**config.mk**
```make
export PLATFORM = sky130hd
export DESIGN_NAME = alu_arbiter
export DESIGN_NICKNAME = d
export VERILOG_FILES = /design/src/rtl/alu_arbiter.sv
export SDC_FILE = /design/constraint.sdc
export NUM_CORES = 1
export LEC_CHECK = 0
export CORE_MARGIN = 5
export CORE_UTILIZATION = 40
export DETAILED_ROUTE_END_ITERATION = 16
export DONT_BUFFER_PORTS = 1
export PLACE_DENSITY = 0.61
export REMOVE_ABC_BUFFERS = 1
export SYNTH_ARGS = -nofsm -noshare
export SYNTH_HDL_FRONTEND = slang
export SYNTH_SLANG_ARGS = --single-unit
export TNS_END_PERCENT = 1
```
**constraint.sdc**
```tcl
create_clock -name clk -period 4 [get_ports clk]
set_input_delay 1 -clock clk [delete_from_list [all_inputs] [get_ports clk]]
set_output_delay 1 -clock clk [all_outputs]
set_load 0.02 [all_outputs]
```
**src/rtl/alu_arbiter.sv**
```systemverilog
// Two-requester arbiter sequencing a shared ALU through load-A, load-B,
// execute and capture phases, with round-robin priority on contention.
module alu_arbiter #(
  parameter int unsigned EXEC_CYCLES = 2
) (
  input  logic       clk,
  input  logic       rst,
  input  logic [1:0] req,
  input  logic [3:0] op0,
  input  logic [3:0] op1,
  input  logic [1:0] sign_in,
  output logic [1:0] gnt,
  output logic [3:0] func,
  output logic       sign,
  output logic [1:0] reg_ctrl,
  output logic [1:0] done,
  output logic       busy
);

  typedef enum logic [2:0] {IDLE, LOAD_A, LOAD_B, EXEC, CAPTURE} state_t;

  localparam logic [3:0] EXEC_LOAD = 4'(EXEC_CYCLES);

  state_t     state_q, state_d;
  logic [1:0] gnt_q, gnt_d;
  logic [3:0] func_q, func_d;
  logic       sign_q, sign_d;
  logic [1:0] reg_ctrl_q, reg_ctrl_d;
  logic [1:0] done_q, done_d;
  logic       busy_q, busy_d;
  logic       ptr_q, ptr_d;
  logic [3:0] cnt_q, cnt_d;

  logic win1;
  logic granted_req;

  assign win1        = (req == 2'b10) || ((req == 2'b11) && ptr_q);
  assign granted_req = |(req & gnt_q);

  always_comb begin
    state_d    = state_q;
    gnt_d      = gnt_q;
    func_d     = func_q;
    sign_d     = sign_q;
    reg_ctrl_d = 2'b00;
    done_d     = 2'b00;
    busy_d     = busy_q;
    ptr_d      = ptr_q;
    cnt_d      = cnt_q;
    case (state_q)
      IDLE: begin
        if (|req) begin
          state_d    = LOAD_A;
          gnt_d      = win1 ? 2'b10 : 2'b01;
          func_d     = win1 ? op1 : op0;
          sign_d     = win1 ? sign_in[1] : sign_in[0];
          reg_ctrl_d = 2'b01;
          busy_d     = 1'b1;
        end
      end
      LOAD_A, LOAD_B, EXEC: begin
        if (!granted_req) begin
          state_d = IDLE;
          gnt_d   = '0;
          busy_d  = 1'b0;
          cnt_d   = '0;
        end else if (state_q == LOAD_A) begin
          state_d    = LOAD_B;
          reg_ctrl_d = 2'b10;
        end else if (state_q == LOAD_B) begin
          state_d = EXEC;
          cnt_d   = EXEC_LOAD;
        end else if (cnt_q == 4'd1) begin
          // Pointer moves to the non-winner only once the operation commits.
          state_d    = CAPTURE;
          reg_ctrl_d = 2'b11;
          done_d     = gnt_q;
          ptr_d      = gnt_q[0];
          cnt_d      = '0;
        end else begin
          cnt_d = cnt_q - 4'd1;
        end
      end
      CAPTURE: begin
        state_d = IDLE;
        gnt_d   = '0;
        busy_d  = 1'b0;
      end
      default: begin
        state_d = IDLE;
        gnt_d   = '0;
        busy_d  = 1'b0;
      end
    endcase
  end

  always_ff @(posedge clk) begin
    if (rst) begin
      state_q    <= IDLE;
      gnt_q      <= '0;
      func_q     <= '0;
      sign_q     <= 1'b0;
      reg_ctrl_q <= '0;
      done_q     <= '0;
      busy_q     <= 1'b0;
      ptr_q      <= 1'b0;
      cnt_q      <= '0;
    end else begin
      state_q    <= state_d;
      gnt_q      <= gnt_d;
      func_q     <= func_d;
      sign_q     <= sign_d;
      reg_ctrl_q <= reg_ctrl_d;
      done_q     <= done_d;
      busy_q     <= busy_d;
      ptr_q      <= ptr_d;
      cnt_q      <= cnt_d;
    end
  end

  assign gnt      = gnt_q;
  assign func     = func_q;
  assign sign     = sign_q;
  assign reg_ctrl = reg_ctrl_q;
  assign done     = done_q;
  assign busy     = busy_q;

endmodule

```
==> impl_metrics.env <==
export IMPL_hp_start="cnt_q[3]"
export IMPL_holdPathEnd="cnt_q[3]"
export IMPL_grt_max_degree=13
export IMPL_wl_met3_um=89
export IMPL_clk_path_buf_depth=2
export IMPL_num_rows=17
export IMPL_drtPass1Iterations=3
export IMPL_coreArea_sq_um=2210
export IMPL_slew_headroom=0.744
export IMPL_period_share=0.463
export IMPL_worstMarginPinSlew_ns=0.380
export IMPL_place_inst=131
export IMPL_multi_input_area_sq_um=499
export IMPL_synth_cells=105
export IMPL_pwr_share_clk=0.233
export IMPL_hold_depth=2
export IMPL_stdcell_count=134
export IMPL_fill_cells=235
export IMPL_fmax_mhz=540
export IMPL_rsz0062_at_grt="false"
export IMPL_slew_violations=0
export IMPL_grt_usage=0.125
export IMPL_cts_setup_buffers=0
export IMPL_cts_tree="yes"
export IMPL_grt_pass1_wl_mm=3.26
export IMPL_htree_levels=1
export IMPL_crit_fanout=5
export IMPL_nets=124
export IMPL_synth_warning_count=0
export IMPL_crit_arrival_ns=0.85
export IMPL_hold_buffers=0
export IMPL_power_leakage_nw=0.382
export IMPL_syn_area_sq_um=927
export IMPL_power_density_nw_per_um2=400
export IMPL_yosysTopAreaCell="dfxtp_1"
export IMPL_ant_nets=0
export IMPL_hold_path_class="flip-flop to flip-flop"
export IMPL_setup_viol=0
export IMPL_finalPower_uw=390
export IMPL_synth_area_top_cells="dfxtp_1 (43%), nor2_1 (4.9%), nand2_1 (4.0%)"
export IMPL_overflow=0
export IMPL_grt_pass1_vias=774
export IMPL_drt_iter0_markers=7
export IMPL_start_util=0.419
export IMPL_synth_enable_flop_cells=0
export IMPL_grt_antenna_before_repair=0
export IMPL_power_internal_uw=276
export IMPL_cts_root_buf="clkbuf_4"
export IMPL_area_growth_pct=5.26
export IMPL_p_seq_frac=0.611
export IMPL_fin_ws_ns=2.15
export IMPL_wl_mm=1.89
export IMPL_cp_end_kind="output pin"
export IMPL_vias=741
export IMPL_synth_seq_cells=20
export IMPL_cts_made_buffers=3
export IMPL_wl_per_cell_um=14.1
export IMPL_synthTopCellsByCount="dfxtp_1 (20), nor2_1 (12), nand2_1 (10)"
export IMPL_p_sw_frac=0.292
export IMPL_yosysMostFrequentCell="dfxtp_1"
export IMPL_utilization=0.441
export IMPL_yosys_most_used_dff="dfxtp_1"
export IMPL_clk_insertion_delay_late_ns=0.30
export IMPL_dieWidth_um=58.1
export IMPL_diodes=0
export IMPL_drc=0
export IMPL_status="finished, final reports clean"
export IMPL_hpwl_mm=1.45
export IMPL_timing_rr_end="ptr_q"
export IMPL_regArea_sq_um=400
export IMPL_rr_worst_depth=6
export IMPL_highest_layer="met4"
export IMPL_place_ws_ns=1.99
export IMPL_tns_ns=0
export IMPL_clk_pin_slew_ns=0.10
export IMPL_worst_ep_required_time_ns=3.00
export IMPL_min_period_ns=1.85
export IMPL_routed_via_density=5.53
export IMPL_ys_seq_area_frac=0.432
export IMPL_pin_count=26
export IMPL_post_cts_resized=0
export IMPL_route_met2_wl_um=918
export IMPL_cap_violations=0
export IMPL_clock_sinks=20
export IMPL_die_y_um=58.1
export IMPL_start_kind="flip-flop"
export IMPL_async_flop_share=0
export IMPL_combinationalPowerShare=0.156
export IMPL_die_area_sq_um=3380
export IMPL_layout_drive_gt1_share=0.104
export IMPL_switchingPower_uw=114
export IMPL_ir_worst_vdd_mv=0.208
export IMPL_ys_types=33
export IMPL_synth_area_per_cell_sq_um=8.83
export IMPL_ff2ff_setup_slack_ns=2.38
export IMPL_portBuffers=0
export IMPL_r2r_start="cnt_q[1]"
export IMPL_fin_worst_skew_ns=0.00159
export IMPL_crit_type="flip-flop to output pin"
export IMPL_yosys_area_top_type_share=0.432
export IMPL_hold_viol=0
export IMPL_routabilityCongestion=0.774
export IMPL_wl_met1_um=833
-- final cells by class --
| class | count | share of cell area |
|---|---|---|
| well taps | 28 | 0.0359 |
| flip-flops and latches | 20 | 0.410 |
| multi-input cells | 78 | 0.512 |
| inverters | 5 | 0.0192 |
| clock buffers | 3 | 0.0231 |
-- cell families (layout without fill, tap and decap cells) --
group | after synthesis | in the layout | synth area share
flops | 20 | 20 | 0.432
simple gates | 48 | 48 | 0.274
xor+xnor | 1 | 1 | 0.00945
compound gates | 24 | 24 | 0.196
fa+ha+maj | 2 | 2 | 0.0270
mux | 3 | 3 | 0.0324
buf+inv | 7 | 8 | 0.0297
-- worst max-delay path by stage --
| stage | start | end | slack, ns | cells after the start |
|---|---|---|---|---|
| 2_1_floorplan | req[0] | cnt_q[3] | 2.06 | 4 |
| 3_3_place_gp | req[0] | cnt_q[3] | 2.02 | 4 |
| 3_5_place_dp | req[0] | cnt_q[3] | 1.99 | 4 |
| 4_1_cts | gnt[0] | gnt[0] | 2.13 | 0 |
| 5_1_grt | gnt[0] | gnt[0] | 2.11 | 0 |
| 6_report | gnt[0] | gnt[0] | 2.15 | 0 |
-- per-stage QoR --
stage	hold WS (ns)	cell area [sq um]
floorplan	0.472	918
global route	0.544	976
detailed placement	0.501	953
global placement	0.497	953
CTS	0.516	976
finish	0.514	976
-- power groups by stage --
stage,Combinational (mW),Sequential [mW],Clock [mW]
2_1_floorplan,0.0511,0.239,0
3_3_place_gp,0.0595,0.243,0
3_5_place_dp,0.0606,0.244,0
4_1_cts,0.0609,0.239,0.0963
5_1_grt,0.0696,0.241,0.103
6_report,0.0607,0.238,0.0911
-- metal layers --
metal | global-route usage | vias to the layer above
li1 | - | 379
met1 | 0.137 | 340
met2 | 0.219 | 16
met3 | 0.0290 | 6
met4 | 0.0695 | 0
met5 | 0 | -
-- tightest hold or removal path: stages, from the launching register on --
cell     delay [ns]
dfxtp_1        0.34
o21ai_0        0.07
a21oi_1        0.06
-- placed cells by master (no fill, tap or decap) --
cell	synthesis	routed
a211oi_1	3	3
a21oi_1	7	7
a22oi_4	1	1
a31oi_1	4	4
a31oi_4	1	1
a32oi_1	1	1
and2_1	1	1
and2b_1	1	1
and3_1	4	4
clkbuf_4	0	3
dfxtp_1	20	20
ha_1	2	2
inv_1	5	5
mux2i_1	3	3
nand2_1	10	10
nand2b_1	1	1
nand3_1	4	4
nor2_1	12	12
nor2_2	1	1
nor2b_1	1	1
nor3_1	3	3
nor3b_1	1	1
nor4_2	1	1
nor4bb_1	1	1
o2111a_1	1	1
o21ai_0	4	4
o21ai_2	1	1
o21bai_1	1	1
or2_2	2	2
or3_1	4	4
or3b_4	1	1
xnor2_1	1	1
-- state kept, by name, indices dropped and copies added (netlist names) --
| name | cells |
|---|---|
| busy | 1 |
| cnt_q | 4 |
| done | 2 |
| func | 4 |
| gnt | 2 |
| ptr_q | 1 |
| reg_ctrl | 2 |
| sign | 1 |
| state_q | 3 |
Note: power is estimated with default switching activity, not from simulation.
